`config.mk`:
```
export PLATFORM = sky130hd
export DESIGN_NAME = bcd_scan_counter
export DESIGN_NICKNAME = d
export VERILOG_FILES = /design/src/rtl/bcd_scan_counter.sv
export SDC_FILE = /design/constraint.sdc
export NUM_CORES = 1
export LEC_CHECK = 0
export CAP_MARGIN = 20
export CORE_UTILIZATION = 23
export CTS_BUF_LIST = sky130_fd_sc_hd__clkbuf_4 sky130_fd_sc_hd__clkbuf_8
export DETAILED_ROUTE_END_ITERATION = 10
export SETUP_SLACK_MARGIN = 0.1
export SLEW_MARGIN = 20
export SYNTH_ARGS = -nofsm -noshare
export SYNTH_HDL_FRONTEND = slang
export SYNTH_SLANG_ARGS = --single-unit
```
`constraint.sdc`:
```
create_clock -name i_clk -period 1.7 [get_ports i_clk]
set_input_delay 0.34 -clock i_clk [delete_from_list [all_inputs] [get_ports i_clk]]
set_output_delay 0.34 -clock i_clk [all_outputs]
set_load 0.05 [all_outputs]
```
`src/rtl/bcd_scan_counter.sv`:
```
// Multi-digit BCD up/down counter with parallel load and a time-multiplexed digit scanner
// feeding a single BCD-to-decimal decoder. Optional macro: LEADING_ZERO_BLANK_EN.
module bcd_scan_counter #(
  parameter int unsigned NUM_DIGITS = 4,
  parameter int unsigned SCAN_DIV   = 4
) (
  input  logic                    i_clk,
  input  logic                    i_rst,
  input  logic                    i_en,
  input  logic                    i_up,
  input  logic                    i_load,
  input  logic [4*NUM_DIGITS-1:0] i_load_val,
  output logic [4*NUM_DIGITS-1:0] o_bcd,
  output logic                    o_tc,
  output logic                    o_ovf,
  output logic                    o_load_err,
  output logic                    o_a,
  output logic                    o_b,
  output logic                    o_c,
  output logic                    o_d,
  output logic                    o_cs,
  output logic [NUM_DIGITS-1:0]   o_digit_sel
);

  localparam int unsigned W    = 4 * NUM_DIGITS;
  localparam int unsigned IdxW = (NUM_DIGITS > 1) ? $clog2(NUM_DIGITS) : 1;
  localparam int unsigned CntW = (SCAN_DIV > 1) ? $clog2(SCAN_DIV) : 1;

  localparam logic StBlank = 1'b0;
  localparam logic StDrive = 1'b1;

  logic [W-1:0]    bcd_q, bcd_d;
  logic            ovf_q, ovf_d;
  logic            load_err_q, load_err_d;
  logic            state_q, state_d;
  logic [CntW-1:0] cnt_q, cnt_d;
  logic [IdxW-1:0] idx_q, idx_d;
  logic [3:0]      nib_q, nib_d;

  logic       carry;
  logic       all9;
  logic       all0;
  logic [3:0] dig;
  logic [3:0] cur_dig;

  // Counter next state; carry/borrow out of the top digit is the wrap indication.
  always_comb begin
    bcd_d      = bcd_q;
    ovf_d      = 1'b0;
    load_err_d = 1'b0;
    carry      = 1'b1;
    all9       = 1'b1;
    all0       = 1'b1;
    dig        = 4'd0;
    for (int k = 0; k < NUM_DIGITS; k++) begin
      all9 = all9 & (bcd_q[4*k +: 4] == 4'd9);
      all0 = all0 & (bcd_q[4*k +: 4] == 4'd0);
    end
    if (i_load) begin
      for (int k = 0; k < NUM_DIGITS; k++) begin
        dig = i_load_val[4*k +: 4];
        if (dig > 4'd9) begin
          bcd_d[4*k +: 4] = 4'd0;
          load_err_d      = 1'b1;
        end else begin
          bcd_d[4*k +: 4] = dig;
        end
      end
    end else if (i_en) begin
      for (int k = 0; k < NUM_DIGITS; k++) begin
        dig = bcd_q[4*k +: 4];
        if (carry) begin
          if (i_up) begin
            if (dig == 4'd9) begin
              bcd_d[4*k +: 4] = 4'd0;
            end else begin
              bcd_d[4*k +: 4] = dig + 4'd1;
              carry           = 1'b0;
            end
          end else begin
            if (dig == 4'd0) begin
              bcd_d[4*k +: 4] = 4'd9;
            end else begin
              bcd_d[4*k +: 4] = dig - 4'd1;
              carry           = 1'b0;
            end
          end
        end
      end
      ovf_d = carry;
    end
  end

  always_comb begin
    cur_dig = 4'd0;
    for (int k = 0; k < NUM_DIGITS; k++) begin
      if (idx_q == IdxW'(k)) cur_dig = bcd_q[4*k +: 4];
    end
  end

  always_comb begin
    o_digit_sel = '0;
    for (int k = 0; k < NUM_DIGITS; k++) begin
      if (idx_q == IdxW'(k)) o_digit_sel[k] = 1'b1;
    end
  end

`ifdef LEADING_ZERO_BLANK_EN
  logic lz_q, lz_d;
  logic hi_zero;

  // Digit is suppressed when it and every more-significant digit are zero (digit 0 never).
  always_comb begin
    hi_zero = 1'b1;
    for (int k = 0; k < NUM_DIGITS; k++) begin
      if (IdxW'(k) >= idx_q) hi_zero = hi_zero & (bcd_q[4*k +: 4] == 4'd0);
    end
    lz_d = (state_q == StBlank) ? ((idx_q != '0) && hi_zero) : lz_q;
  end

  always_ff @(posedge i_clk) begin
    if (i_rst) lz_q <= 1'b0;
    else       lz_q <= lz_d;
  end

  assign o_cs = (state_q == StDrive) && !lz_q;
`else
  assign o_cs = (state_q == StDrive);
`endif

  always_comb begin
    state_d = state_q;
    cnt_d   = cnt_q;
    idx_d   = idx_q;
    nib_d   = nib_q;
    if (state_q == StBlank) begin
      state_d = StDrive;
      cnt_d   = '0;
      nib_d   = cur_dig;
    end else if (cnt_q == CntW'(SCAN_DIV - 1)) begin
      state_d = StBlank;
      idx_d   = (idx_q == IdxW'(NUM_DIGITS - 1)) ? '0 : idx_q + IdxW'(1);
    end else begin
      cnt_d = cnt_q + CntW'(1);
    end
  end

  always_ff @(posedge i_clk) begin
    if (i_rst) begin
      bcd_q      <= '0;
      ovf_q      <= 1'b0;
      load_err_q <= 1'b0;
      state_q    <= StBlank;
      cnt_q      <= '0;
      idx_q      <= '0;
      nib_q      <= 4'd0;
    end else begin
      bcd_q      <= bcd_d;
      ovf_q      <= ovf_d;
      load_err_q <= load_err_d;
      state_q    <= state_d;
      cnt_q      <= cnt_d;
      idx_q      <= idx_d;
      nib_q      <= nib_d;
    end
  end

  assign o_bcd      = bcd_q;
  assign o_tc       = i_up ? all9 : all0;
  assign o_ovf      = ovf_q;
  assign o_load_err = load_err_q;
  assign o_a        = nib_q[0];
  assign o_b        = nib_q[1];
  assign o_c        = nib_q[2];
  assign o_d        = nib_q[3];

endmodule

```
==> results.json, run 1 <==
{
  "status": "complete, but fails checks",
  "violations": "DRC, setup timing",
  "route.antenna.remaining_nets": 0,
  "yosysSeqAreaShare_pct": 25.6,
  "dp_slack_ps": -530,
  "slew_viol_final": 0,
  "gp_congestion": 0.816,
  "antenna_found_initial": 0,
  "p_comb_share_pct": 40.6,
  "synth-seq-cells": 27,
  "cts-root-buf": "clkbuf_8",
  "synthArstFlopShare_pct": 0,
  "synthCells": 286,
  "fin_crit_sh_pct": 117,
  "avgSynthCellArea_um2": 7.39,
  "ctsHoldBuffers": 0,
  "cts_max_path_buffers": 2,
  "peakVddDrop_v": 0.000248,
  "die_x_um": 97.9,
  "hold_class": "reg -> reg",
  "powerDensity_nw_per_um2": 542,
  "cts_tree": "built",
  "switching_power_uw": 663,
  "seqCellArea_um2": 572,
  "hold_end": "nib_q[0]",
  "crit_path_start_kind": "flip-flop",
  "timing.hold.ws_ps": 494,
  "r2r-start": "o_bcd[4]",
  "rows": 34,
  "final.setup.worst_slack_ps": -285,
  "ios": 49,
  "synth_most_common_cell": "dfxtp_1",
  "p_clk_share_pct": 21.4,
  "grt-ovfl-total": 0,
  "cts.clk_slew.worst_paths_ps": 110,
  "via_count": 2355,
  "r2r_end": "o_bcd[7]",
  "drive_gt1_share_pct": 37.1,
  "hold_viol": 0,
  "numPortBuffers": 48,
  "yosysTopAreaCell": "dfxtp_1",
  "holdPathStages": 2,
  "totalWireLength_um": 6740,
  "start_util_pct": 24.0,
  "max_freq_mhz": 504,
  "total_leakage_power_nw": 1.28,
  "period_minus_slack_ps": 1980,
  "critPathRequiredTime_ps": 1360,
  "synthTopCellsByCount": "27 x dfxtp_1, 25 x nand2_1, 25 x nor2_1",
  "skew_ps": 10.9,
  "synth_edf_count": 0,
  "numClockSinks": 27,
  "final_nets": 380,
  "syn-cell-area_um2": 2110,
  "crit_path_end_kind": "output port",
  "viasPerCell": 5.11,
  "multi_input_area_um2": 1610,
  "coreArea_um2": 8810,
  "clk_latency_ps": 290,
  "grt_pass1_vias": 2150,
  "numCtsBuffers": 3,
  "drtIter0Drc": 152,
  "finalSetupViolations": 7,
  "die_y_um": 97.9,
  "h-tree-depth": 1,
  "worstRegToRegCells": 7,
  "track_usage_pct": 13.6,
  "reg2reg_slack_ps": -210,
  "synth.distinct_cells": 56,
  "dp_hpwl_um": 5060,
  "die_area_um2": 9580,
  "drc": 4,
  "grt_pass1_wl_um": 10600,
  "synthTopCellsByArea": "dfxtp_1 26%, a21oi_1 5.0%, o21ai_0 4.5%",
  "drt_first_pass_iters": 7,
  "synth.top_cell.area_share_pct": 25.6,
  "path_max_fanout": 2,
  "worstHoldStart": "nib_q[0]",
  "p_sw_share_pct": 36.1,
  "grt_max_degree": 18,
  "synth_fp_nets": 312,
  "relSlewSlack_pct": 64.6,
  "diodes": 0,
  "p_int_mw": 1.18,
  "worstSetupPathType": "reg -> out",
  "seq_power_share_pct": 38.0,
  "synthFlopType": "dfxtp_1",
  "tightest_slew_ps": 530,
  "drv_cap": 0,
  "area_delta_synth_final_pct": 60.3,
  "fillers": 892,
  "wire_per_inst_um": 14.6,
  "critPathArrivalTime_ps": 1640,
  "rsz0062_at_grt": "true",
  "yosys_warnings": 0
}
-- logic make-up after synthesis --
group	Yosys count	share of synthesized area, %
and+or+nand+nor	106	26.7
buffers and inverters	40	8.11
adders and majority gates	5	2.96
AOI/OAI and AO/OA	93	30.2
xor gates and xnor gates	11	4.56
DFF	27	25.6
muxes	4	1.95
-- worst max-delay path, cell delays in order (launching register included) --
cell and delay, ps:
dfxtp_2 340, or4_4 540, o22ai_2 100, and4_4 240, buf_12 130
-- cell type report --
class                   count  share of cell area, %
repair buffers             91                   28.8
clock inverters             1                  0.221
well taps                 108                   3.99
clock buffers               3                   1.22
inverters                  12                   1.40
multi-input cells         219                   47.5
flip-flops and latches     27                   16.9
-- metal layers --
metal	GRT usage, %	up-vias	part of all wire (%)
met3	2.51	9	5.0
met4	4.66	0	2.0
met1	17.4	1119	44
met2	22.9	57	49
li1	-	1170	-
met5	0	-	0
-- how the worst max path moves through the flow --
stage	startpoint	to	slack, ps	cells after the start
5_1_grt	o_bcd[4]	o_tc	-340	6
3_5_place_dp	i_up	o_tc	-530	7
6_report	o_bcd[4]	o_tc	-280	4
4_1_cts	o_bcd[4]	o_tc	-310	4
2_1_floorplan	o_bcd[2]	o_bcd[11]	-150	6
3_3_place_gp	i_up	o_bcd[3]	-520	8
-- stage by stage --
step / std cells / power (mW) / utilization (%) / instance area (um^2) / TNS, ps
global route: 461 / 1.94 / 38.5 / 3390 / -1550
CTS: 455 / 1.80 / 36.5 / 3220 / -476
floorplan: 286 / 1.11 / - / 2220 / -1210
global placement: 449 / 1.37 / 35.0 / 3080 / -7370
detailed placement: 449 / 1.38 / 35.0 / 3080 / -7790
finish: 461 / 1.84 / 38.5 / 3390 / -790
-- power groups by stage --
stage | Clock, mW | Sequential, mW | Combinational, mW
6_report | 0.394 | 0.700 | 0.746
5_1_grt | 0.437 | 0.706 | 0.795
4_1_cts | 0.405 | 0.701 | 0.694
3_5_place_dp | 0 | 0.713 | 0.665
3_3_place_gp | 0 | 0.714 | 0.661
2_1_floorplan | 0 | 0.812 | 0.296
-- state kept, by name, summed over array words and instances (netlist names) --
| name | count |
|---|---|
| o_bcd | 16 |
| o_cs | 1 |
| idx_q | 2 |
| o_ovf | 1 |
| nib_q | 4 |
| o_load_err | 1 |
| cnt_q | 2 |
-- cell usage in the layout, fill, tap and decap left out, drive strengths merged, types with 3 or more instances in the layout --
master / n
xor2: 5
a21oi: 22
a221oi: 6
mux2i: 3
o22ai: 6
nand3b: 4
nand4: 3
o21ai: 19
dfxtp: 27
and3: 3
ha: 5
nor2: 25
nor2b: 6
a211oi: 8
nor4: 3
inv: 12
clkbuf: 4
clkdlybuf4s50: 18
a211o: 4
nand2: 25
a311o: 3
nand3: 8
nand2b: 8
xnor2: 6
nor3: 4
buf: 71
or2: 5
-- timing repair --
item                       CTS  global route
setup endpoints to repair   19            19
pin swaps                    8            18
resized for setup           23            31
buffers inserted             1             6
cloned                       1             0
(Power assumes the default switching activity.)
==> run 2: changes to the inputs <==
Settings changed: TNS_END_PERCENT from default to 5.
==> run 2 against run 1 <==
  * The run still ends with DRC, setup timing left
  * Sequential cell count unchanged
  * Die area unchanged
  * Wire length increased by 0.61%
  * Non-clock buffer count increased by 1
  * First-iteration DRC count decreased by 31%
  * Global-route usage increased by 0.52 points
  * Highest routed layer unchanged
==> results.json, run 2 (synthesis gave the netlist of run 1 again) <==
{
  "total_leakage_power_nw": 1.27,
  "worstRegToRegCells": 6,
  "worstHoldStart": "nib_q[0]",
  "fin_cells": 462,
  "cts_tree": "built",
  "path_max_fanout": 2,
  "final.setup.tns_ps": -489,
  "final.setup.worst_slack_ps": -307,
  "powerDensity_nw_per_um2": 553,
  "post_cts_buffers": 0,
  "die_y_um": 97.9,
  "finalSetupViolations": 3,
  "relSlewSlack_pct": 66.5,
  "ios": 49,
  "cts_max_path_buffers": 2,
  "diodes": 0,
  "area_delta_synth_final_pct": 55.1,
  "numPortBuffers": 48,
  "crit_path_start_kind": "flip-flop",
  "rsz0062_at_grt": "true",
  "clk_latency_ps": 280,
  "hold_viol": 0,
  "drv_cap": 0,
  "r2r_end": "o_bcd[7]",
  "final_common_cell": "buf_4",
  "wire_per_inst_um": 14.7,
  "largest_reg_flops": 16,
  "dp_hpwl_um": 5220,
  "totalWireLength_um": 6780,
  "grt_max_degree": 21,
  "start_util_pct": 24.0,
  "drt_first_pass_iters": 10,
  "worstSetupPathType": "reg -> out",
  "route.antenna.remaining_nets": 0,
  "die_x_um": 97.9,
  "fillers": 861,
  "grt_pass1_wl_um": 11000,
  "numCtsBuffers": 3,
  "via_count": 2316,
  "reg2reg_slack_ps": -100,
  "viasPerCell": 5.01,
  "hold_end": "nib_q[0]",
  "grt-ovfl-total": 0,
  "gp_congestion": 0.811,
  "final_util_pct": 37.2,
  "critPathArrivalTime_ps": 1670,
  "drtIter0Drc": 105,
  "ctsHoldBuffers": 0,
  "drive_gt1_share_pct": 33.6,
  "rows": 34,
  "cts-root-buf": "clkbuf_8",
  "cts.clk_slew.worst_paths_ps": 100,
  "placed_cells": 458,
  "critPathRequiredTime_ps": 1360,
  "track_usage_pct": 14.1,
  "dp_slack_ps": -544,
  "skew_ps": 3.79,
  "antenna_found_initial": 0,
  "violations": "DRC, setup timing",
  "max_freq_mhz": 498,
  "holdPathStages": 2,
  "numClockSinks": 27,
  "coreArea_um2": 8810,
  "tightest_slew_ps": 501,
  "hold_class": "reg -> reg",
  "period_minus_slack_ps": 2010,
  "r2r-start": "o_bcd[4]",
  "worstSetupStartpoint": "o_bcd[4]",
  "fin_crit_sh_pct": 118,
  "timing.hold.ws_ps": 483,
  "grt_pass1_vias": 2237,
  "status": "complete, but fails checks",
  "h-tree-depth": 1,
  "mostFrequentLayoutCells": "50 x buf_4, 25 x nor2_1, 24 x nand2_1",
  "peakVddDrop_v": 0.000407,
  "final_nets": 381,
  "crit_path_end_kind": "output port",
  "die_area_um2": 9580,
  "slew_viol_final": 0,
  "drc": 5
}
run 2: metrics by stage:
| stage | power (mW) | cell area, um^2 |
|---|---|---|
| 2_1_floorplan | 1.10 | 2140 |
| 3_3_place_gp | 1.41 | 3140 |
| 3_5_place_dp | 1.41 | 3140 |
| 4_1_cts | 1.82 | 3250 |
| 5_1_grt | 1.91 | 3280 |
| 6_report | 1.81 | 3280 |
run 2: critical path: stages, from the launching register on:
cell	delay [ps]
dfxtp_2	350
or4_4	550
o22ai_2	100
and4_4	250
buf_12	140
run 2: worst max path at each step:
stage,endpoint,slack [ps],depth (start not counted)
after floorplan,o_bcd[11],-150,6
after global routing,o_tc,-340,4
after CTS,o_tc,-300,4
after global placement,o_bcd[6],-580,6
after detailed placement,o_bcd[7],-540,7
final,o_tc,-310,4
run 2: final cells by class:
class | instances | area, um^2 | share of cell area (%)
multi-input cells | 219 | 1490 | 45.4
well taps | 108 | 135 | 4.12
repair buffers | 92 | 1000 | 30.6
clock inverters | 1 | 5.00 | 0.153
inverters | 12 | 45.0 | 1.37
clock buffers | 3 | 41.3 | 1.26
flip-flops and latches | 27 | 561 | 17.1
run 2: what timing repair did:
| item | CTS | global route |
|---|---|---|
| resized for setup | 25 | 7 |
| pin swaps | 12 | 3 |
| setup endpoints to repair | 21 | 22 |
run 2: report_power, final:
group	total (mW)	internal [mW]	switching [mW]
Combinational	0.727	0.342	0.384
Sequential	0.703	0.667	0.0364
Clock	0.385	0.165	0.220
Total	1.81	1.17	0.641
run 2: per-layer routing:
| metal | track usage (%) | up-vias | share of wire [%] |
|---|---|---|---|
| met2 | 23.6 | 60 | 48 |
| met5 | 0 | - | 0 |
| li1 | - | 1173 | - |
| met1 | 19.1 | 1079 | 48 |
| met4 | 2.80 | 0 | 0.44 |
| met3 | 2.36 | 4 | 3.9 |
==> run 3: changes to the inputs <==
Settings changed: PLACE_DENSITY from default to 0.49.
==> run 3 against run 2 <==
  * The run still ends with DRC, setup timing left
  * First-iteration DRC count shrank 8.6%
  * Final area shrank 0.50%
  * Maximum frequency grew 0.85%
  * Core utilization shrank 0.18 points
  * Register-to-register slack lost 30 ps
  * Wire length grew 0.78%
  * Clock power grew 5%
  * Sequential cell count is the same
  * Via count grew 0.17%
  * Non-clock buffer count is the same
  * Sequential power is essentially flat
  * Cell count is the same
  * Critical path type unchanged
==> results.json, run 3 (synthesis gave the netlist of run 1 again) <==
{
  "status": "complete, but fails checks",
  "violations": "DRC, setup timing",
  "relSlewSlack_pct": 65.3,
  "drv_cap": 0,
  "finalSetupViolations": 10,
  "cp_cell_sequence": "or4_4, o22ai_2, and4_4, buf_12",
  "reg2reg_slack_ps": -130,
  "holdPathStages": 2,
  "area_delta_synth_final_pct": 54.3,
  "final_common_cell": "buf_4",
  "drt_first_pass_iters": 9,
  "h-tree-depth": 1,
  "worstRegToRegCells": 5,
  "numCtsBuffers": 3,
  "final_nets": 381,
  "die_area_um2": 9580,
  "numClockSinks": 27,
  "worstHoldStart": "nib_q[0]",
  "skew_ps": 4.43,
  "path_max_fanout": 2,
  "hold_end": "nib_q[0]",
  "timing.hold.ws_ps": 477,
  "drc": 4,
  "cts.clk_slew.worst_paths_ps": 100,
  "finalInstanceArea_um2": 3260,
  "start_util_pct": 24.0,
  "mostFrequentLayoutCells": "50 x buf_4, 25 x nor2_1, 24 x nand2_1",
  "slowest_stage": "or4_4",
  "coreArea_um2": 8810,
  "diodes": 0,
  "r2r_end": "o_bcd[7]",
  "route.antenna.remaining_nets": 0,
  "grt_pass1_wl_um": 11200,
  "r2r-start": "o_bcd[4]",
  "cts-root-buf": "clkbuf_8",
  "fin_crit_sh_pct": 117,
  "antenna_found_initial": 0,
  "grt_max_degree": 27,
  "total_leakage_power_nw": 1.27,
  "clk_latency_ps": 280,
  "drive_gt1_share_pct": 32.2,
  "numPortBuffers": 48,
  "track_usage_pct": 14.4,
  "rsz0062_at_grt": "true",
  "critPathRequiredTime_ps": 1360,
  "rows": 34,
  "grt-ovfl-total": 0,
  "totalWireLength_um": 6830,
  "seqCellArea_um2": 566,
  "max_freq_mhz": 502,
  "grt_pass1_vias": 2197,
  "period_minus_slack_ps": 1990,
  "peakVddDrop_v": 0.000261,
  "worstSetupPathType": "reg -> out",
  "slew_viol_final": 0,
  "slowest_delay_ps": 540,
  "hold_viol": 0,
  "gp_congestion": 0.843,
  "wire_per_inst_um": 14.8,
  "final.setup.tns_ps": -1030,
  "multi_input_area_um2": 1480,
  "worst-path-buf-inv": 1,
  "crit_path_end_kind": "output port",
  "powerDensity_nw_per_um2": 558,
  "fillers": 911,
  "tightest_slew_ps": 520,
  "critPathTopFamily": "simple AND/OR/NAND/NOR gates",
  "cts_tree": "built",
  "dp_hpwl_um": 5170,
  "final.setup.worst_slack_ps": -290,
  "die_y_um": 97.9,
  "drtIter0Drc": 96,
  "ios": 49,
  "cts_max_path_buffers": 2,
  "hold_class": "reg -> reg",
  "via_count": 2320,
  "viasPerCell": 5.02,
  "placed_cell_area_um2": 3120,
  "die_x_um": 97.9,
  "critPathArrivalTime_ps": 1650,
  "crit_path_start_kind": "flip-flop",
  "largest_reg_flops": 16
}
## run 3: changes by cell type in the layout (fill, tap and decap cells not counted), sizes merged
| cell | before | now |
|---|---|---|
| clkbuf | 3 | 4 |
| clkinv | 1 | 0 |
## run 3: how the worst max path moves through the flow
stage                     startpoint   endpoint  cells past startpoint
final                       o_bcd[4]       o_tc                      4
after global routing        o_bcd[4]       o_tc                      6
after CTS                   o_bcd[4]       o_tc                      4
after detailed placement        i_up  o_bcd[14]                      6
after global placement          i_up      o_ovf                      5
after floorplan             o_bcd[2]  o_bcd[11]                      6
## run 3: power breakdown
part           internal [mW]  switching (mW)  total (mW)  leakage [nW]
registers              0.664          0.0385       0.703         0.228
clock network          0.185           0.219       0.404        0.0262
logic                  0.335           0.378       0.713          1.01
total                   1.18           0.636        1.82          1.27
## run 3: final cells by class
type / instances / share of cell area [%]
timing repair buffer: 92 / 30.4
sequential: 27 / 17.3
tap: 108 / 4.14
multi-input combinational: 219 / 45.2
clock buffer: 4 / 1.50
inverter: 12 / 1.38
## run 3: per-layer routing
metal	wire, um	track usage, %	vias up
met5	0	0	-
met4	93	3.50	0
met3	356	2.79	9
met2	3030	23.3	63
met1	3350	19.7	1074
li1	-	-	1174
## run 3: repair_timing
item,in CTS,in global routing
hold buffers,0,0
setup endpoints to repair,20,21
buffers inserted,1,0
pin swaps,12,1
gates resized for setup,21,7
## run 3: worst register-to-register path, cell delays in order, from the launching register on
cell and delay, ps:
dfxtp_2 350, or4_4 540, nor4_1 390, nor2_1 90, a311oi_1 260, a311o_1 150
## run 3: through the flow
step / total power, mW / setup WS, ps / util [%] / cells
after floorplan: 1.10 / -152 / - / 286
after global placement: 1.40 / -549 / 35.4 / 457
after detailed placement: 1.40 / -545 / 35.4 / 457
after CTS: 1.83 / -288 / 36.7 / 462
after global routing: 1.91 / -351 / 37.1 / 462
final: 1.82 / -290 / 37.1 / 462
